File: config.mk
export PLATFORM = sky130hd
export DESIGN_NAME = dcache_mshr_file_flat
export DESIGN_NICKNAME = d
export VERILOG_FILES = /design/src/rtl/dcache_mshr_file_if.sv /design/src/rtl/dcache_mshr_file.sv /design/src/flat_wrapper.sv
export SDC_FILE = /design/constraint.sdc
export NUM_CORES = 1
export LEC_CHECK = 0
export ABC_AREA = 1
export CELL_PAD_IN_SITES_DETAIL_PLACEMENT = 0
export CELL_PAD_IN_SITES_GLOBAL_PLACEMENT = 1
export CORE_ASPECT_RATIO = 1.2
export CORE_MARGIN = 8
export CORE_UTILIZATION = 25
export DETAILED_ROUTE_END_ITERATION = 16
export GPL_ROUTABILITY_DRIVEN = 1
export HOLD_SLACK_MARGIN = 0.1
export PLACE_DENSITY_LB_ADDON = 0.1
export SYNTH_ARGS = -nofsm -noshare
export SYNTH_HDL_FRONTEND = slang
export SYNTH_SLANG_ARGS = --single-unit
File: constraint.sdc
create_clock -name clk -period 10.7 [get_ports clk]
set_input_delay 2.14 -clock clk [delete_from_list [all_inputs] [get_ports clk]]
set_output_delay 2.14 -clock clk [all_outputs]
set_load 0.005 [all_outputs]
File: src/rtl/dcache_mshr_file_if.sv
// Shared message type and the bundled alloc/lookup/bus/snoop/fill signals of the
// D-cache MSHR file. The MSHR itself sits on the slave modport.
`ifndef DCACHE_TAG_W
`define DCACHE_TAG_W 8
`endif
`ifndef DCACHE_IDX_W
`define DCACHE_IDX_W 4
`endif
`ifndef DCACHE_WORD_IN_BITS
`define DCACHE_WORD_IN_BITS 32
`endif

package dcache_mshr_pkg;
   typedef enum logic [1:0] {NONE = 2'd0, GET_S = 2'd1, GET_M = 2'd2, PUT_M = 2'd3} message_t;
endpackage

interface dcache_mshr_file_if #(
   parameter int NUM_ENTRIES = 4,
   parameter int TAG_W       = `DCACHE_TAG_W,
   parameter int IDX_W       = `DCACHE_IDX_W,
   parameter int DATA_W      = `DCACHE_WORD_IN_BITS,
   parameter int EID_W       = $clog2(NUM_ENTRIES),
   parameter int MERGE_W     = 3
) ();
   logic                       cpu_id_i;
   logic                       alloc_en_i;
   logic [TAG_W-1:0]           alloc_tag_i;
   logic [IDX_W-1:0]           alloc_idx_i;
   logic [DATA_W-1:0]          alloc_data_i;
   dcache_mshr_pkg::message_t  alloc_message_i;
   logic                       alloc_ack_o;
   logic                       alloc_merge_o;
   logic [EID_W-1:0]           alloc_eid_o;
   logic [TAG_W-1:0]           lkup_tag_i;
   logic [IDX_W-1:0]           lkup_idx_i;
   logic                       lkup_hit_o;
   logic                       lkup_data_vld_o;
   logic [DATA_W-1:0]          lkup_data_o;
   logic                       req_en_o;
   logic [TAG_W-1:0]           req_tag_o;
   logic [IDX_W-1:0]           req_idx_o;
   logic [DATA_W-1:0]          req_data_o;
   dcache_mshr_pkg::message_t  req_message_o;
   logic [EID_W-1:0]           req_eid_o;
   logic                       req_ack_i;
   logic                       rsp_vld_i;
   logic                       rsp_id_i;
   logic [EID_W-1:0]           rsp_eid_i;
   logic [DATA_W-1:0]          rsp_data_i;
   logic                       rsp_ack_o;
   logic                       snp_vld_i;
   logic                       snp_id_i;
   logic [TAG_W-1:0]           snp_tag_i;
   logic [IDX_W-1:0]           snp_idx_i;
   dcache_mshr_pkg::message_t  snp_message_i;
   logic                       fill_en_o;
   logic [TAG_W-1:0]           fill_tag_o;
   logic [IDX_W-1:0]           fill_idx_o;
   logic [DATA_W-1:0]          fill_data_o;
   dcache_mshr_pkg::message_t  fill_message_o;
   logic                       fill_install_o;
   logic [MERGE_W-1:0]         fill_ld_cnt_o;
   logic                       fill_ready_i;
   logic                       full_o;
   logic                       empty_o;

   modport slave (
      input  cpu_id_i, alloc_en_i, alloc_tag_i, alloc_idx_i, alloc_data_i, alloc_message_i,
             lkup_tag_i, lkup_idx_i, req_ack_i, rsp_vld_i, rsp_id_i, rsp_eid_i, rsp_data_i,
             snp_vld_i, snp_id_i, snp_tag_i, snp_idx_i, snp_message_i, fill_ready_i,
      output alloc_ack_o, alloc_merge_o, alloc_eid_o, lkup_hit_o, lkup_data_vld_o, lkup_data_o,
             req_en_o, req_tag_o, req_idx_o, req_data_o, req_message_o, req_eid_o, rsp_ack_o,
             fill_en_o, fill_tag_o, fill_idx_o, fill_data_o, fill_message_o, fill_install_o,
             fill_ld_cnt_o, full_o, empty_o
   );

   modport master (
      output cpu_id_i, alloc_en_i, alloc_tag_i, alloc_idx_i, alloc_data_i, alloc_message_i,
             lkup_tag_i, lkup_idx_i, req_ack_i, rsp_vld_i, rsp_id_i, rsp_eid_i, rsp_data_i,
             snp_vld_i, snp_id_i, snp_tag_i, snp_idx_i, snp_message_i, fill_ready_i,
      input  alloc_ack_o, alloc_merge_o, alloc_eid_o, lkup_hit_o, lkup_data_vld_o, lkup_data_o,
             req_en_o, req_tag_o, req_idx_o, req_data_o, req_message_o, req_eid_o, rsp_ack_o,
             fill_en_o, fill_tag_o, fill_idx_o, fill_data_o, fill_message_o, fill_install_o,
             fill_ld_cnt_o, full_o, empty_o
   );
endinterface

File: src/rtl/dcache_mshr_file.sv
// Out-of-order, fully associative MSHR file: same-line merging, GET_S->GET_M upgrade,
// round-robin bus issue, entry-ID tagged responses and snoop-driven fill suppression.
module dcache_mshr_file
   import dcache_mshr_pkg::*;
#(
   parameter int NUM_ENTRIES = 4,
   parameter int TAG_W       = `DCACHE_TAG_W,
   parameter int IDX_W       = `DCACHE_IDX_W,
   parameter int DATA_W      = `DCACHE_WORD_IN_BITS,
   parameter int EID_W       = $clog2(NUM_ENTRIES),
   parameter int MERGE_W     = 3
) (
   input logic               clk,
   input logic               rst,
   dcache_mshr_file_if.slave bus
);
   typedef enum logic [1:0] {ST_INVALID, ST_PEND, ST_WAIT, ST_FILL} state_t;

   state_t             state_q  [NUM_ENTRIES];
   state_t             state_d  [NUM_ENTRIES];
   logic [TAG_W-1:0]   tag_q    [NUM_ENTRIES];
   logic [TAG_W-1:0]   tag_d    [NUM_ENTRIES];
   logic [IDX_W-1:0]   idx_q    [NUM_ENTRIES];
   logic [IDX_W-1:0]   idx_d    [NUM_ENTRIES];
   logic [DATA_W-1:0]  data_q   [NUM_ENTRIES];
   logic [DATA_W-1:0]  data_d   [NUM_ENTRIES];
   message_t           msg_q    [NUM_ENTRIES];
   message_t           msg_d    [NUM_ENTRIES];
   logic [MERGE_W-1:0] ld_cnt_q [NUM_ENTRIES];
   logic [MERGE_W-1:0] ld_cnt_d [NUM_ENTRIES];
   logic               stale_q  [NUM_ENTRIES];
   logic               stale_d  [NUM_ENTRIES];
   logic [EID_W-1:0]   rr_q, rr_d;

   logic             full, empty, free_vld, match_vld, lkup_hit, fill_vld, sel_vld;
   logic [EID_W-1:0] free_eid, match_eid, lkup_eid, fill_eid, sel_eid;
   logic             issue, rsp_hit, acked_here, m_pend, m_wait;
   logic             ack, merge;
   logic [EID_W-1:0] ack_eid;

   // Descending loops leave the lowest qualifying index as the winner.
   always_comb begin
      full      = 1'b1;
      empty     = 1'b1;
      free_vld  = 1'b0;
      free_eid  = '0;
      match_vld = 1'b0;
      match_eid = '0;
      lkup_hit  = 1'b0;
      lkup_eid  = '0;
      fill_vld  = 1'b0;
      fill_eid  = '0;
      for (int i = NUM_ENTRIES - 1; i >= 0; i--) begin
         if (state_q[i] == ST_INVALID) begin
            full     = 1'b0;
            free_vld = 1'b1;
            free_eid = EID_W'(i);
         end else begin
            empty = 1'b0;
            if (tag_q[i] == bus.alloc_tag_i && idx_q[i] == bus.alloc_idx_i) begin
               match_vld = 1'b1;
               match_eid = EID_W'(i);
            end
            if (tag_q[i] == bus.lkup_tag_i && idx_q[i] == bus.lkup_idx_i) begin
               lkup_hit = 1'b1;
               lkup_eid = EID_W'(i);
            end
         end
         if (state_q[i] == ST_FILL) begin
            fill_vld = 1'b1;
            fill_eid = EID_W'(i);
         end
      end
      sel_vld = 1'b0;
      sel_eid = '0;
      for (int k = NUM_ENTRIES - 1; k >= 0; k--) begin
         if (state_q[rr_q + EID_W'(k)] == ST_PEND) begin
            sel_vld = 1'b1;
            sel_eid = rr_q + EID_W'(k);
         end
      end
   end

   // An entry being acked onto the bus this cycle is treated as already WAIT when merging.
   always_comb begin
      issue      = sel_vld && bus.req_ack_i;
      rsp_hit    = bus.rsp_vld_i && (bus.rsp_id_i == bus.cpu_id_i) && (state_q[bus.rsp_eid_i] == ST_WAIT);
      acked_here = issue && (sel_eid == match_eid);
      m_pend     = (state_q[match_eid] == ST_PEND) && !acked_here;
      m_wait     = (state_q[match_eid] == ST_WAIT) || ((state_q[match_eid] == ST_PEND) && acked_here);
      ack        = 1'b0;
      merge      = 1'b0;
      ack_eid    = '0;
      if (bus.alloc_en_i && (bus.alloc_message_i == GET_S || bus.alloc_message_i == GET_M)) begin
         if (match_vld) begin
            if ((bus.alloc_message_i == GET_S && (m_pend || m_wait)) ||
                (bus.alloc_message_i == GET_M && m_pend) ||
                (bus.alloc_message_i == GET_M && m_wait && msg_q[match_eid] == GET_M)) begin
               ack     = 1'b1;
               merge   = 1'b1;
               ack_eid = match_eid;
            end
         end else if (free_vld) begin
            ack     = 1'b1;
            ack_eid = free_eid;
         end
      end
   end

   // Later assignments win: fill release, then alloc writes over response data.
   always_comb begin
      state_d  = state_q;
      tag_d    = tag_q;
      idx_d    = idx_q;
      data_d   = data_q;
      msg_d    = msg_q;
      ld_cnt_d = ld_cnt_q;
      stale_d  = stale_q;
      rr_d     = rr_q;
      if (issue) begin
         state_d[sel_eid] = ST_WAIT;
         rr_d             = sel_eid + EID_W'(1);
      end
      if (rsp_hit) begin
         state_d[bus.rsp_eid_i] = ST_FILL;
         if (msg_q[bus.rsp_eid_i] != GET_M) data_d[bus.rsp_eid_i] = bus.rsp_data_i;
      end
      for (int i = 0; i < NUM_ENTRIES; i++) begin
         if (bus.snp_vld_i && bus.snp_id_i != bus.cpu_id_i && bus.snp_message_i == GET_M &&
             state_q[i] == ST_WAIT && msg_q[i] == GET_S &&
             tag_q[i] == bus.snp_tag_i && idx_q[i] == bus.snp_idx_i)
            stale_d[i] = 1'b1;
      end
      if (fill_vld && bus.fill_ready_i) begin
         state_d[fill_eid] = ST_INVALID;
         stale_d[fill_eid] = 1'b0;
      end
      if (ack && merge) begin
         if (bus.alloc_message_i == GET_S) begin
            if (ld_cnt_q[ack_eid] != '1) ld_cnt_d[ack_eid] = ld_cnt_q[ack_eid] + MERGE_W'(1);
         end else begin
            msg_d[ack_eid]  = GET_M;
            data_d[ack_eid] = bus.alloc_data_i;
         end
      end else if (ack) begin
         state_d[ack_eid]  = ST_PEND;
         tag_d[ack_eid]    = bus.alloc_tag_i;
         idx_d[ack_eid]    = bus.alloc_idx_i;
         data_d[ack_eid]   = bus.alloc_data_i;
         msg_d[ack_eid]    = bus.alloc_message_i;
         ld_cnt_d[ack_eid] = (bus.alloc_message_i == GET_S) ? MERGE_W'(1) : '0;
         stale_d[ack_eid]  = 1'b0;
      end
   end

   always_ff @(posedge clk or negedge rst) begin
      if (!rst) begin
         for (int i = 0; i < NUM_ENTRIES; i++) begin
            state_q[i]  <= ST_INVALID;
            tag_q[i]    <= '0;
            idx_q[i]    <= '0;
            data_q[i]   <= '0;
            msg_q[i]    <= NONE;
            ld_cnt_q[i] <= '0;
            stale_q[i]  <= 1'b0;
         end
         rr_q <= '0;
      end else begin
         state_q  <= state_d;
         tag_q    <= tag_d;
         idx_q    <= idx_d;
         data_q   <= data_d;
         msg_q    <= msg_d;
         ld_cnt_q <= ld_cnt_d;
         stale_q  <= stale_d;
         rr_q     <= rr_d;
      end
   end

   assign bus.alloc_ack_o     = ack;
   assign bus.alloc_merge_o   = merge;
   assign bus.alloc_eid_o     = ack_eid;
   assign bus.lkup_hit_o      = lkup_hit;
   assign bus.lkup_data_vld_o = lkup_hit && (msg_q[lkup_eid] == GET_M);
   assign bus.lkup_data_o     = (lkup_hit && msg_q[lkup_eid] == GET_M) ? data_q[lkup_eid] : '0;
   assign bus.req_en_o        = sel_vld;
   assign bus.req_tag_o       = sel_vld ? tag_q[sel_eid] : '0;
   assign bus.req_idx_o       = sel_vld ? idx_q[sel_eid] : '0;
   assign bus.req_data_o      = sel_vld ? data_q[sel_eid] : '0;
   assign bus.req_message_o   = sel_vld ? msg_q[sel_eid] : NONE;
   assign bus.req_eid_o       = sel_eid;
   assign bus.rsp_ack_o       = rsp_hit;
   assign bus.fill_en_o       = fill_vld;
   assign bus.fill_tag_o      = fill_vld ? tag_q[fill_eid] : '0;
   assign bus.fill_idx_o      = fill_vld ? idx_q[fill_eid] : '0;
   assign bus.fill_data_o     = fill_vld ? data_q[fill_eid] : '0;
   assign bus.fill_message_o  = fill_vld ? msg_q[fill_eid] : NONE;
   assign bus.fill_install_o  = fill_vld && !stale_q[fill_eid];
   assign bus.fill_ld_cnt_o   = fill_vld ? ld_cnt_q[fill_eid] : '0;
   assign bus.full_o          = full;
   assign bus.empty_o         = empty;
endmodule

File: src/flat_wrapper.sv
// flat-port wrapper written by rule: the top's interface ports become plain ports
module dcache_mshr_file_flat import dcache_mshr_pkg::*;
#(
   parameter int NUM_ENTRIES = 4,
   parameter int TAG_W       = `DCACHE_TAG_W,
   parameter int IDX_W       = `DCACHE_IDX_W,
   parameter int DATA_W      = `DCACHE_WORD_IN_BITS,
   parameter int EID_W       = $clog2(NUM_ENTRIES),
   parameter int MERGE_W     = 3
)
  (clk, rst, bus_cpu_id_i, bus_alloc_en_i, bus_alloc_tag_i, bus_alloc_idx_i, bus_alloc_data_i, bus_alloc_message_i, bus_lkup_tag_i, bus_lkup_idx_i, bus_req_ack_i, bus_rsp_vld_i, bus_rsp_id_i, bus_rsp_eid_i, bus_rsp_data_i, bus_snp_vld_i, bus_snp_id_i, bus_snp_tag_i, bus_snp_idx_i, bus_snp_message_i, bus_fill_ready_i, bus_alloc_ack_o, bus_alloc_merge_o, bus_alloc_eid_o, bus_lkup_hit_o, bus_lkup_data_vld_o, bus_lkup_data_o, bus_req_en_o, bus_req_tag_o, bus_req_idx_o, bus_req_data_o, bus_req_message_o, bus_req_eid_o, bus_rsp_ack_o, bus_fill_en_o, bus_fill_tag_o, bus_fill_idx_o, bus_fill_data_o, bus_fill_message_o, bus_fill_install_o, bus_fill_ld_cnt_o, bus_full_o, bus_empty_o);
  dcache_mshr_file_if #(.NUM_ENTRIES(NUM_ENTRIES), .TAG_W(TAG_W), .IDX_W(IDX_W), .DATA_W(DATA_W), .EID_W(EID_W), .MERGE_W(MERGE_W)) bus_i ();
  input logic clk;
  input logic rst;
  input wire logic [$bits(bus_i.cpu_id_i)-1:0] bus_cpu_id_i;
  input wire logic [$bits(bus_i.alloc_en_i)-1:0] bus_alloc_en_i;
  input wire logic [$bits(bus_i.alloc_tag_i)-1:0] bus_alloc_tag_i;
  input wire logic [$bits(bus_i.alloc_idx_i)-1:0] bus_alloc_idx_i;
  input wire logic [$bits(bus_i.alloc_data_i)-1:0] bus_alloc_data_i;
  input wire logic [$bits(bus_i.alloc_message_i)-1:0] bus_alloc_message_i;
  input wire logic [$bits(bus_i.lkup_tag_i)-1:0] bus_lkup_tag_i;
  input wire logic [$bits(bus_i.lkup_idx_i)-1:0] bus_lkup_idx_i;
  input wire logic [$bits(bus_i.req_ack_i)-1:0] bus_req_ack_i;
  input wire logic [$bits(bus_i.rsp_vld_i)-1:0] bus_rsp_vld_i;
  input wire logic [$bits(bus_i.rsp_id_i)-1:0] bus_rsp_id_i;
  input wire logic [$bits(bus_i.rsp_eid_i)-1:0] bus_rsp_eid_i;
  input wire logic [$bits(bus_i.rsp_data_i)-1:0] bus_rsp_data_i;
  input wire logic [$bits(bus_i.snp_vld_i)-1:0] bus_snp_vld_i;
  input wire logic [$bits(bus_i.snp_id_i)-1:0] bus_snp_id_i;
  input wire logic [$bits(bus_i.snp_tag_i)-1:0] bus_snp_tag_i;
  input wire logic [$bits(bus_i.snp_idx_i)-1:0] bus_snp_idx_i;
  input wire logic [$bits(bus_i.snp_message_i)-1:0] bus_snp_message_i;
  input wire logic [$bits(bus_i.fill_ready_i)-1:0] bus_fill_ready_i;
  output wire logic [$bits(bus_i.alloc_ack_o)-1:0] bus_alloc_ack_o;
  output wire logic [$bits(bus_i.alloc_merge_o)-1:0] bus_alloc_merge_o;
  output wire logic [$bits(bus_i.alloc_eid_o)-1:0] bus_alloc_eid_o;
  output wire logic [$bits(bus_i.lkup_hit_o)-1:0] bus_lkup_hit_o;
  output wire logic [$bits(bus_i.lkup_data_vld_o)-1:0] bus_lkup_data_vld_o;
  output wire logic [$bits(bus_i.lkup_data_o)-1:0] bus_lkup_data_o;
  output wire logic [$bits(bus_i.req_en_o)-1:0] bus_req_en_o;
  output wire logic [$bits(bus_i.req_tag_o)-1:0] bus_req_tag_o;
  output wire logic [$bits(bus_i.req_idx_o)-1:0] bus_req_idx_o;
  output wire logic [$bits(bus_i.req_data_o)-1:0] bus_req_data_o;
  output wire logic [$bits(bus_i.req_message_o)-1:0] bus_req_message_o;
  output wire logic [$bits(bus_i.req_eid_o)-1:0] bus_req_eid_o;
  output wire logic [$bits(bus_i.rsp_ack_o)-1:0] bus_rsp_ack_o;
  output wire logic [$bits(bus_i.fill_en_o)-1:0] bus_fill_en_o;
  output wire logic [$bits(bus_i.fill_tag_o)-1:0] bus_fill_tag_o;
  output wire logic [$bits(bus_i.fill_idx_o)-1:0] bus_fill_idx_o;
  output wire logic [$bits(bus_i.fill_data_o)-1:0] bus_fill_data_o;
  output wire logic [$bits(bus_i.fill_message_o)-1:0] bus_fill_message_o;
  output wire logic [$bits(bus_i.fill_install_o)-1:0] bus_fill_install_o;
  output wire logic [$bits(bus_i.fill_ld_cnt_o)-1:0] bus_fill_ld_cnt_o;
  output wire logic [$bits(bus_i.full_o)-1:0] bus_full_o;
  output wire logic [$bits(bus_i.empty_o)-1:0] bus_empty_o;
  assign bus_i.cpu_id_i = bus_cpu_id_i;
  assign bus_i.alloc_en_i = bus_alloc_en_i;
  assign bus_i.alloc_tag_i = bus_alloc_tag_i;
  assign bus_i.alloc_idx_i = bus_alloc_idx_i;
  assign bus_i.alloc_data_i = bus_alloc_data_i;
  assign bus_i.alloc_message_i = bus_alloc_message_i;
  assign bus_i.lkup_tag_i = bus_lkup_tag_i;
  assign bus_i.lkup_idx_i = bus_lkup_idx_i;
  assign bus_i.req_ack_i = bus_req_ack_i;
  assign bus_i.rsp_vld_i = bus_rsp_vld_i;
  assign bus_i.rsp_id_i = bus_rsp_id_i;
  assign bus_i.rsp_eid_i = bus_rsp_eid_i;
  assign bus_i.rsp_data_i = bus_rsp_data_i;
  assign bus_i.snp_vld_i = bus_snp_vld_i;
  assign bus_i.snp_id_i = bus_snp_id_i;
  assign bus_i.snp_tag_i = bus_snp_tag_i;
  assign bus_i.snp_idx_i = bus_snp_idx_i;
  assign bus_i.snp_message_i = bus_snp_message_i;
  assign bus_i.fill_ready_i = bus_fill_ready_i;
  assign bus_alloc_ack_o = bus_i.alloc_ack_o;
  assign bus_alloc_merge_o = bus_i.alloc_merge_o;
  assign bus_alloc_eid_o = bus_i.alloc_eid_o;
  assign bus_lkup_hit_o = bus_i.lkup_hit_o;
  assign bus_lkup_data_vld_o = bus_i.lkup_data_vld_o;
  assign bus_lkup_data_o = bus_i.lkup_data_o;
  assign bus_req_en_o = bus_i.req_en_o;
  assign bus_req_tag_o = bus_i.req_tag_o;
  assign bus_req_idx_o = bus_i.req_idx_o;
  assign bus_req_data_o = bus_i.req_data_o;
  assign bus_req_message_o = bus_i.req_message_o;
  assign bus_req_eid_o = bus_i.req_eid_o;
  assign bus_rsp_ack_o = bus_i.rsp_ack_o;
  assign bus_fill_en_o = bus_i.fill_en_o;
  assign bus_fill_tag_o = bus_i.fill_tag_o;
  assign bus_fill_idx_o = bus_i.fill_idx_o;
  assign bus_fill_data_o = bus_i.fill_data_o;
  assign bus_fill_message_o = bus_i.fill_message_o;
  assign bus_fill_install_o = bus_i.fill_install_o;
  assign bus_fill_ld_cnt_o = bus_i.fill_ld_cnt_o;
  assign bus_full_o = bus_i.full_o;
  assign bus_empty_o = bus_i.empty_o;
  dcache_mshr_file #(.NUM_ENTRIES(NUM_ENTRIES), .TAG_W(TAG_W), .IDX_W(IDX_W), .DATA_W(DATA_W), .EID_W(EID_W), .MERGE_W(MERGE_W)) u_core (.clk(clk), .rst(rst), .bus(bus_i));
endmodule
Yosys cells after proc, flatten, opt, wreduce, memory -nomap -nowiden. Index checks and enable logic that the tools add are counted. Widths: inputs -> output; s select.

$lt $le $gt $ge: 14. Bitwise gates (word level): 27. Mux-type cells: 200. Reduce and logical (&&, ||, !) cells: 60. Equal/unequal tests: 56. $add $sub $neg: 5.

Operators by type and width (number): $mux 128 (5); $mux 32 (11); $bwmux 128 (2); $bmux 32 s2 (3); $demux 32 s2 (2); $mux 2 (60); $mux 8 (15); $eq 8x8->1 (12); $mux 1 (50); $eq 4x4->1 (12); $mux 12 (4); $logic_and 1x1->1 (45); $bmux 2 s2 (11); $mux 4 (10); $bmux 8 s2 (2); $bwmux 32 (1); $ge 3x3->1 const B (10); $not 2->3 (10); $eq 2x2->1 const B (14); $bwmux 12 (2); $and 4x4->4 (5); $eq 2x1->1 const B (10); $not 4->4 (5); $mux 3 (6); other kinds (31) (55).

Output and inout port bits: 141. Bits in registers: 210.

Longest topological paths before layout.
Depth after elaboration: 33. Depth in mapped cells: 38. Gate-level depth less buffers: 37.

Worst setup path after synthesis. Ideal clock, no wire load.

Path type: input to output. Start: input port bus_alloc_idx_i[1]. End: output port bus_alloc_eid_o[0]. Buffers on the path: 1. Stages on the path: 21. Path slack: 3.998 ns. Arrival: 4.562 ns. Cells stage by stage: buf_2 > inv_2 > nand2_1 > and2_1 > nand2_1 > nor4_1 > nand4_1 > o21ai_0 > nor2_1 > a21oi_1 > nor2_1 > a21oi_1 > inv_1 > ha_1 > or2_2 > nand3_1 > nand2_1 > nand2_2 > nand2_4 > nand3_2 > nand2_4.

Cells in the longest elaborated chain, start to end: 24. Elaborated cells between the ends (all ways): 50. Classes of those cells: 8 x eq/ne; 25 x mux; 1 x bitwise; 16 x reduce/logical.

RTL lines: start: declaration (line flat_wrapper.sv:18) `input wire logic [$bits(bus_i.alloc_idx_i)-1:0] bus_alloc_idx_i;`; $eq 4x4->1 (line dcache_mshr_file.sv:60) `if (tag_q[i] == bus.alloc_tag_i && idx_q[i] == bus.alloc_idx_i) begin`; $logic_and 1x1->1 (line dcache_mshr_file.sv:60); $mux 2 (line dcache_mshr_file.sv:60); $mux 2 (line dcache_mshr_file.sv:54) `if (state_q[i] == ST_INVALID) begin`; $mux 2 (line dcache_mshr_file.sv:60); $mux 2 (line dcache_mshr_file.sv:54); $mux 2 (line dcache_mshr_file.sv:60); $mux 2 (line dcache_mshr_file.sv:54); (+8 left out); $logic_or 1x1->1 (line dcache_mshr_file.sv:90) `m_wait = (state_q[match_eid] == ST_WAIT) || ((state_q[match_eid] == ST_PEND) && acked_here);`; $logic_or 1x1->1 (line dcache_mshr_file.sv:96) `if ((bus.alloc_message_i == GET_S && (m_pend || m_wait)) ||`; $logic_and 1x1->1 (line dcache_mshr_file.sv:96); $logic_or 1x1->1 (line dcache_mshr_file.sv:96); $logic_or 1x1->1 (line dcache_mshr_file.sv:97) `(bus.alloc_message_i == GET_M && m_pend) ||`; $mux 2 (line dcache_mshr_file.sv:96); $mux 2 * (line dcache_mshr_file.sv:95) `if (match_vld) begin`; $mux 2 * (line dcache_mshr_file.sv:94) `if (bus.alloc_en_i && (bus.alloc_message_i == GET_S || bus.alloc_message_i == GET_M)) begin`; end: declaration (line flat_wrapper.sv:36) `output wire logic [$bits(bus_i.alloc_eid_o)-1:0] bus_alloc_eid_o;`.

Mark *: on every way between the ends. The rest lies on a longest branch, timed or not. The select of a mux whose other input is x is not followed.

Worst setup path after layout.
Start: input port bus_alloc_tag_i[7]. End: output port bus_alloc_eid_o[0].

Cells in the longest elaborated chain, start to end: 24. Elaborated cells between the ends (all ways): 50. Classes of those cells: 8 x eq/ne; 25 x mux; 1 x bitwise; 16 x reduce/logical.

RTL lines: start: declaration (line flat_wrapper.sv:17) `input wire logic [$bits(bus_i.alloc_tag_i)-1:0] bus_alloc_tag_i;`; $eq 8x8->1 (line dcache_mshr_file.sv:60); $logic_and 1x1->1 (line dcache_mshr_file.sv:60); $mux 2 (line dcache_mshr_file.sv:60); $mux 2 (line dcache_mshr_file.sv:54); $mux 2 (line dcache_mshr_file.sv:60); $mux 2 (line dcache_mshr_file.sv:54); $mux 2 (line dcache_mshr_file.sv:60); $mux 2 (line dcache_mshr_file.sv:54); (+8 left out); $logic_or 1x1->1 (line dcache_mshr_file.sv:90); $logic_or 1x1->1 (line dcache_mshr_file.sv:96); $logic_and 1x1->1 (line dcache_mshr_file.sv:96); $logic_or 1x1->1 (line dcache_mshr_file.sv:96); $logic_or 1x1->1 (line dcache_mshr_file.sv:97); $mux 2 (line dcache_mshr_file.sv:96); $mux 2 * (line dcache_mshr_file.sv:95); $mux 2 * (line dcache_mshr_file.sv:94).

Marked as above.

==> impl_metrics.json <==
{
  "outcome": "finished clean",
  "p_sw_mw": 4.36,
  "p_leak_nw": 9.78,
  "final_max_slew_viol_count": 0,
  "yosys-top-cells-area": "dfrtp_1 (31%), nand2_1 (12%), o21ai_0 (9.1%)",
  "cts_tree": "yes",
  "seq_area_um2": 5260,
  "grt_max_degree": 96,
  "critPathLaunchType": "input port",
  "grt_overflow_total": 0,
  "dp_hpwl_um": 68100,
  "gp_congestion": 0.992,
  "antenna_found_initial": 4,
  "ys_types": 55,
  "regToRegEndpoint": "u_core.tag_q[24]",
  "drive_above_1_share_pct": 6.23,
  "die_x_um": 255,
  "ys_ff_latch": 210,
  "clock_sinks": 210,
  "pwr-share-comb_pct": 68.1,
  "portBuffers": 256,
  "drt-vias-per-instance": 5.21,
  "place_area_um2": 20300,
  "skew_ns": 0.0149,
  "worstSetupPathType": "in2out",
  "cp.arrival_ns": 6.37,
  "multi_input_area_um2": 9600,
  "ys_top_cells_by_count": "nand2_1 (529), inv_1 (342), o21ai_0 (311), a21oi_1 (211), dfrtp_1 (210)",
  "drt_iter0_drc": 1471,
  "coreArea_um2": 67900,
  "critPathLaunch": "bus_alloc_tag_i[7]",
  "drc_errors": 0,
  "avgSynthCellArea_um2": 6.56,
  "whs_ns": 0.517,
  "clk_latency_ns": 0.58,
  "hold_class": "reg2reg",
  "clock_power_share_pct": 13.2,
  "internal_power_mw": 3.98,
  "nFillCells": 7485,
  "vias": 19200,
  "ys.flop_type": "dfrtp_1",
  "synth_top_cell_area_share_pct": 30.8,
  "worst-path-max-fanout": 10,
  "ff2ff_setup_slack_ns": 5.28,
  "drt_pass1_iterations": 8,
  "hold_depth": 2,
  "busiest_layer": "met2",
  "max_freq_mhz": 118,
  "die_height_um": 302,
  "clockBufferDepth": 3,
  "dp.cells": 3638,
  "setup_viol": 0,
  "drt_wl_total_um": 96600,
  "max_slew_margin_pct": 13.6,
  "hold_buffers": 0,
  "worst_pin_slew_ns": 1.26,
  "grt_pass1_vias": 19000,
  "cts_buffers": 30,
  "hold_start": "u_core.ld_cnt_q[9]",
  "synthCells": 2603,
  "final_area_um2": 21300,
  "drtAntennaViolNets": 0,
  "wl_per_cell_um": 26.2,
  "async_flop_share_pct": 100,
  "yosysMostFrequentCell": "nand2_1",
  "cts_max_level": 1,
  "clk_pin_slew_ns": 0.06,
  "syn_nets": 2729,
  "netlist_area_um2": 17100,
  "finalNetCount": 2887,
  "yosysWarningCount": 0,
  "yosysTopAreaCell": "dfrtp_1",
  "postCtsSetupBuffers": 0,
  "track_usage_pct": 24.3,
  "use_met2_pct": 42.1,
  "area_growth_pct": 24.8,
  "hold-path-endpoint": "u_core.ld_cnt_q[9]",
  "r2r_start": "u_core.tag_q[13]",
  "use_met3_pct": 4.23,
  "powerDensity_nw_per_um2": 392,
  "start_util_pct": 25.1,
  "cp.required_ns": 8.56,
  "io_pins": 257,
  "rsz0062_at_grt": "false",
  "pwr-share-seq_pct": 18.7,
  "stdcell_count": 3689,
  "crit_path_end_kind": "output pin",
  "final.period_utilization_pct": 79.5,
  "drv_cap": 0,
  "hold_violations": 0,
  "tns_ns": 0,
  "met1_usage_pct": 28.5,
  "sw_frac_of_total_pct": 52.3,
  "max-vdd-ir-drop_uv": 249,
  "rows": 105,
  "synth-edff-count": 0,
  "finish.utilization_pct": 31.4,
  "grt_pass1_wl_um": 137000,
  "ys_seq_area_share_pct": 30.8,
  "post-route-min-period_ns": 8.51,
  "dieArea_um2": 76900,
  "cts_resized": 0,
  "root_buffer": "clkbuf_16",
  "r2r_cells": 28
}
==> layout make-up <==
class                   count  area share (%)
well taps                 909            5.34
clock buffers              39            4.02
clock inverters            11           0.899
repair buffers            289            13.2
flip-flops and latches    210            24.7
multi-input cells        1844            45.0
inverters                 386            6.82
diodes                      1          0.0117
==> critical path, cell delays in order <==
cell and delay [ns]:
clkdlybuf4s50_1 0.83, inv_2 0.14, nand2_1 0.09, nand2_1 0.14, nor4_1 0.29, nand4_1 0.24, o21ai_0 0.49, nor2_1 0.07
a21oi_1 0.14, nor2_1 0.06, a21oi_1 0.17, inv_1 0.07, ha_1 0.20, or2_2 0.29, nand3_1 0.08, nand2_1 0.07
nand2_2 0.07, nand2_4 0.07, nand3_2 0.09, nand2_4 0.12, clkdlybuf4s50_1 0.49
==> cells by family after synthesis <==
group                      share of synthesized area [%]
AOI/OAI and AO/OA                                   26.6
xor gates and xnor gates                            2.72
and+or+nand+nor                                     23.0
muxes                                               2.76
adders and majority gates                          0.733
buffers and inverters                               13.4
DFF                                                 30.8
==> power groups by stage <==
stage               Sequential (mW)  Combinational, mW  Clock [mW]
finish                         1.56               5.68        1.10
detailed placement             1.55               5.69           0
global route                   1.59               6.18        1.16
global placement               1.56               5.71           0
CTS                            1.54               5.72        1.13
floorplan                      1.34               2.81           0
==> cells in the final DEF (no fill, tap or decap), types with 5 or more instances in the layout <==
cell,n
o21ai_1,141
nand2_4,9
nand2_2,19
nor4_1,17
clkbuf_16,31
nand4_1,23
and2_1,9
dfrtp_1,210
o21ai_0,311
nor3_1,75
clkdlybuf4s50_1,255
o221ai_1,32
inv_2,40
inv_1,342
bufinv_16,5
xor2_1,28
a2111oi_0,18
nor2_2,5
o211ai_1,18
nor2_1,163
a221oi_1,24
buf_4,32
o22ai_1,45
ha_1,10
nand3_1,49
clkbuf_8,5
nor2_4,8
mux2i_1,47
nand2_1,523
a21oi_1,211
xnor2_1,25
==> flip-flops by register name (all words and copies together) (netlist names) <==
register and count:
u_core.rr_q 2, u_core.data_q 128, u_core.idx_q 16, u_core.msg_q 8, u_core.ld_cnt_q 12, u_core.stale_q 4
u_core.tag_q 32, u_core.state_q 8
==> layer usage <==
layer,wire [µm],vias to the layer above
li1,-,9003
met1,38500,9176
met2,46400,803
met3,6190,221
met4,5520,4
met5,27,-
==> how the worst max path moves through the flow <==
stage | to | slack (ns) | cells after the start
final | bus_alloc_eid_o[0] | 2.19 | 21
after global routing | bus_lkup_data_o[31] | 1.85 | 13
after CTS | bus_lkup_data_o[17] | 2.16 | 16
after detailed placement | bus_lkup_data_o[3] | 2.18 | 16
after global placement | bus_alloc_eid_o[1] | 2.20 | 17
after floorplan | bus_alloc_eid_o[0] | 4.00 | 21
==> stage by stage <==
stage,setup slack (ns),power [mW]
2_1_floorplan,4.00,4.15
3_3_place_gp,2.20,7.27
5_1_grt,1.85,8.92
3_5_place_dp,2.18,7.24
4_1_cts,2.16,8.40
6_report,2.19,8.34
No activity file was read; power rests on OpenSTA's default activity.
==> patch 1, RTL diff (same settings) <==
Change the macro `DCACHE_TAG_W` from 8 to 10.
--- a/src/rtl/dcache_mshr_file_if.sv
+++ b/src/rtl/dcache_mshr_file_if.sv
@@ -1,7 +1,7 @@
 // Shared message type and the bundled alloc/lookup/bus/snoop/fill signals of the
 // D-cache MSHR file. The MSHR itself sits on the slave modport.
 `ifndef DCACHE_TAG_W
-`define DCACHE_TAG_W 8
+`define DCACHE_TAG_W 10
 `endif
 `ifndef DCACHE_IDX_W
 `define DCACHE_IDX_W 4
Interface: changed (5 resized); port bits go from 257 to 267. The function was not compared with the original's and may differ.
==> patch 1 against the unedited design <==
Final area rose by 3.7%; synthesized area increased by 4.3%; largest power group unchanged; via count is 6.4% higher; global-route usage up 0.73 points; clock skew grew 19 ps; sequential cell count is 8 higher; largest cell class unchanged; total power up 5.6%; sequential share of layout area hardly changed; first-iteration DRC count up 13%; utilization fell by 0.17 points; non-clock buffer count rose by 6; routed wire length is 7.7% higher; combinational power is 7.4% higher; worst setup slack got worse by 75 ps.
==> patch 1: results <==
group,metric,value,unit
sta,fin_crit,8580,ps
detailed_routing,drtPass1Iterations,6,
clock_tree,clkTransAtPathRegs,50,ps
setup_path,r2r_end,"u_core.ld_cnt_q[9]$_DFFE_PN0P_",
worst_hold_path,min_to,"u_core.ld_cnt_q[9]$_DFFE_PN0P_",
clock_tree,worstSkewPairLatency,560,ps
placement,dp.cells,3767,
global_route,grt_pass1_wl,147000,microns
yosys,synthCells,2729,
sta,tightest_slew,1090,ps
global_route,grt_use_total,25.0,%
clock_tree,clk_path_buf_depth,3,
clock_tree,root_buffer,"clkbuf_16",
placement,dp_worst_setup_slack,2040,ps
setup_path,arrival,6440,ps
placement,dp_hpwl,70200,microns
clock_tree,cts_resized,0,
cells_and_area,drive_gt1_share,6.24,%
power,cellLeakagePower,9.94,nW
worst_hold_path,worstHoldPathCells,2,
detailed_routing,vias,20400,
setup_path,cp-endpoint,"bus_lkup_data_o[15]",
cells_and_area,final_nets,3009,
cells_and_area,nFillCells,7769,
yosys,syn_nets,2861,
sta,timing.hold.ws,479,ps
power,ir_drop,290,uV
sta,finClkSkew,34.0,ps
global_route,grt_start_max_net_pins,100,
global_route,antenna_found_initial,4,
detailed_routing,detail_route.wirelength,104000,microns
yosys,ys_types,52,
clock_tree,cts_max_level,2,
setup_path,crit_start,"bus_lkup_tag_i[7]",
detailed_routing,initialDrtViolationCount,1669,
setup_path,cp_max_fo,69,
detailed_routing,wl_per_cell,27.2,microns
run_status,status,"complete, no violations",
yosys,synth_top_area_share,30.6,%
worst_hold_path,min_from,"u_core.ld_cnt_q[9]$_DFFE_PN0P_",
global_route,grt_pass1_vias,20000,
yosys,synth_warnings,0,
setup_path,r2r-start,"u_core.state_q[0]$_DFF_PN0_",
placement,gp_congestion,0.954,
clock_tree,numCtsBuffers,34,
yosys,yosysSeqAreaShare,30.6,%
setup_path,rrSetupSlack,5140,ps
setup_path,r2r_cells,31,
yosys,synthFlopType,"dfrtp_1",
yosys,ys_top_cells_by_area,"dfrtp_1 (31%), nand2_1 (12%), o21ai_0 (9.9%), a21oi_1 (8.7%), inv_1 (6.4%)",
placement,placed_area,21000,sq um
placement,io_buffer_count,266,
yosys,ys_top_cells_by_count,"nand2_1 (592), o21ai_0 (352), a21oi_1 (310)",
cells_and_area,top_regs,"u_core.data_q x128, u_core.tag_q x40, u_core.idx_q x16",
yosys,synthArstFlopShare,100,%
==> patch 1: cell count changes after synthesis, moves of 38 or more <==
cell	change
nand2_1	+63
o21ai_1	-100
inv_1	-38
o21ai_0	+41
mux2i_1	-47
a21oi_1	+99
==> patch 1: worst max-delay path, stage by stage <==
cell	delay (ps)
clkdlybuf4s50_1	600
xor2_1	230
a2111oi_0	480
nand4_1	200
buf_4	370
nand2_4	690
o211ai_1	200
nand2_1	130
nand2_2	470
nor2_1	320
clkdlybuf4s50_1	550
==> patch 1: kinds of logic after synthesis <==
family / count (synthesis) / synth area share [%]
AOI/OAI and AO/OA: 912 / 29.8
xor gates and xnor gates: 67 / 3.30
adders and majority gates: 10 / 0.703
buffers and inverters: 526 / 12.3
DFF: 218 / 30.6
and+or+nand+nor: 996 / 23.2
==> patch 1: power breakdown <==
group / internal [mW] / switching, mW / total, mW / leakage, nW
logic: 2.33 / 3.77 / 6.10 / 7.01
registers: 1.17 / 0.430 / 1.60 / 2.43
clock network: 0.647 / 0.462 / 1.11 / 0.509
total: 4.15 / 4.66 / 8.81 / 9.94
==> patch 1: per-layer routing <==
| layer | vias to the layer above | global-route usage [%] | share of wire [%] |
|---|---|---|---|
| met5 | - | 0 | 0.026 |
| met4 | 4 | 12.5 | 5.6 |
| met3 | 217 | 3.97 | 6.0 |
| met2 | 881 | 43.5 | 48 |
| met1 | 9809 | 29.6 | 40 |
| li1 | 9525 | - | - |
==> patch 1: area by class of cell <==
type / count / area, sq um / area share (%)
sequential: 218 / 5460 / 24.7
clock buffer: 49 / 957 / 4.33
antenna: 2 / 5.00 / 0.0226
multi-input combinational: 1985 / 10200 / 46.4
timing repair buffer: 295 / 2890 / 13.1
clock inverter: 9 / 93.8 / 0.425
inverter: 343 / 1290 / 5.85
tap: 926 / 1160 / 5.24
==> patch 2, RTL diff (same settings) <==
Without the edit above. Reset style: synchronous (`rst`), changed in one clocked block.
--- a/src/rtl/dcache_mshr_file.sv
+++ b/src/rtl/dcache_mshr_file.sv
@@ -153,7 +153,7 @@
       end
    end
 
-   always_ff @(posedge clk or negedge rst) begin
+   always_ff @(posedge clk) begin
       if (!rst) begin
          for (int i = 0; i < NUM_ENTRIES; i++) begin
             state_q[i]  <= ST_INVALID;
Check against the original RTL: not settled (the Yosys comparison gave no result); the edit may change what the design does.
==> patch 2 against the unedited design <==
Synthesized area increased by 19%; sequential share of layout area decreased by 7.5 points; final area increased by 15%; hold slack got worse by 31 ps; worst setup slack got worse by 450 ps; sequential cell count unchanged; die area increased by 18%; routed wire length increased by 27%; synthesized cell count increased by 38%; register-to-register slack got worse by 820 ps.
Power is not compared: it rests on default switching activity, and its combinational part moved more than twofold at a synthesized area within 25%.
==> patch 2: results <==
group,metric,value,unit
cells_and_area,antenna_cells,0,
clock_tree,worstSkewPairLatency,630,ps
cells_and_area,final_nets,3791,
sta,tightest_slew,1200,ps
detailed_routing,vias,25000,
run_status,status,"complete, no violations",
placement,placed_area,23500,sq um
placement,dp_worst_setup_slack,1830,ps
cells_and_area,nFillCells,9070,
yosys,synthArstFlopShare,0,%
sta,timing.hold.ws,487,ps
yosys,syn_nets,3710,
setup_path,crit_start,"bus_alloc_idx_i[1]",
placement,dp_hpwl,85500,microns
cells_and_area,drive_gt1_share,6.21,%
yosys,ys_top_cells_by_count,"nand2_1 (965), a21oi_1 (429), inv_1 (350)",
placement,io_buffer_count,256,
global_route,grt_start_max_net_pins,74,
placement,gp_congestion,1.02,
yosys,yosysSeqAreaShare,20.7,%
clock_tree,numCtsBuffers,31,
worst_hold_path,min_from,"u_core.stale_q[0]$_SDFF_PN0_",
detailed_routing,initialDrtViolationCount,2096,
setup_path,r2r-start,"u_core.idx_q[3]$_SDFFE_PN0P_",
global_route,antenna_found_initial,0,
yosys,ys_top_cells_by_area,"dfxtp_1 (21%), nand2_1 (18%), a21oi_1 (11%), inv_1 (6.5%), o21ai_0 (5.7%)",
setup_path,cp_max_fo,9,
detailed_routing,detail_route.wirelength,123000,microns
yosys,ys_types,62,
setup_path,cp_top_family,"buffers and inverters",
yosys,synthFlopType,"dfxtp_1",
setup_path,slowest_delay,780,ps
sta,finClkSkew,26.3,ps
setup_path,arrival,6810,ps
detailed_routing,drtPass1Iterations,6,
global_route,grt_pass1_vias,24100,
setup_path,slowest_stage,"clkdlybuf4s50_1",
global_route,grt_use_total,25.8,%
-- patch 2: cell families after synthesis --
family / Yosys count / share of synthesized area, %
buf+inv: 643 / 12.8
xor+xnor: 69 / 2.98
fa+ha+maj: 10 / 0.616
flops: 210 / 20.7
compound gates: 970 / 27.4
simple gates: 1682 / 35.6
-- patch 2: path summary, 6_finish.rpt --
| path | to | cells after the start |
|---|---|---|
| max | bus_alloc_ack_o | 18 |
| min | u_core.stale_q[0]$_SDFF_PN0_ | 2 |
| max reg2reg | u_core.ld_cnt_q[0]$_SDFFE_PN0P_ | 34 |
| min reg2reg | u_core.stale_q[0]$_SDFF_PN0_ | 2 |
-- patch 2: power by group --
group	total, mW	switching [mW]	internal (mW)
Combinational	1.38	0.945	0.434
Sequential	0.890	0.0688	0.821
Clock	1.06	0.465	0.597
Total	3.33	1.48	1.85
-- patch 2: cell type report --
cell class	instances	area share (%)
clock buffers	45	3.63
repair buffers	305	12.0
inverters	386	5.96
flip-flops and latches	210	17.2
multi-input cells	2731	55.5
well taps	1044	5.34
clock inverters	12	0.424
-- patch 2: tightest hold or removal path: cells and delay by family (launching register included) --
| family | cells | cell delay (ps) |
|---|---|---|
| DFF | 1 | 320 |
| AOI/OAI and AO/OA | 1 | 50 |
| and+or+nand+nor | 1 | 80 |
-- patch 2: metrics by stage --
stage          std cells  utilization [%]  power [mW]
4_1_cts             4733             30.4        3.35
3_5_place_dp        4676             29.1        2.27
3_3_place_gp        4676             29.1        2.29
5_1_grt             4733             30.4        3.49
6_report            4733             30.4        3.33
2_1_floorplan       3584                -        1.61
-- patch 2: per-layer routing --
metal	vias to the layer above	global-route usage, %	wire [microns]
li1	12000	-	-
met2	857	44.3	58200
met5	-	0	0
met1	11900	32.9	53300
met3	222	3.42	6600
met4	0	9.50	4840
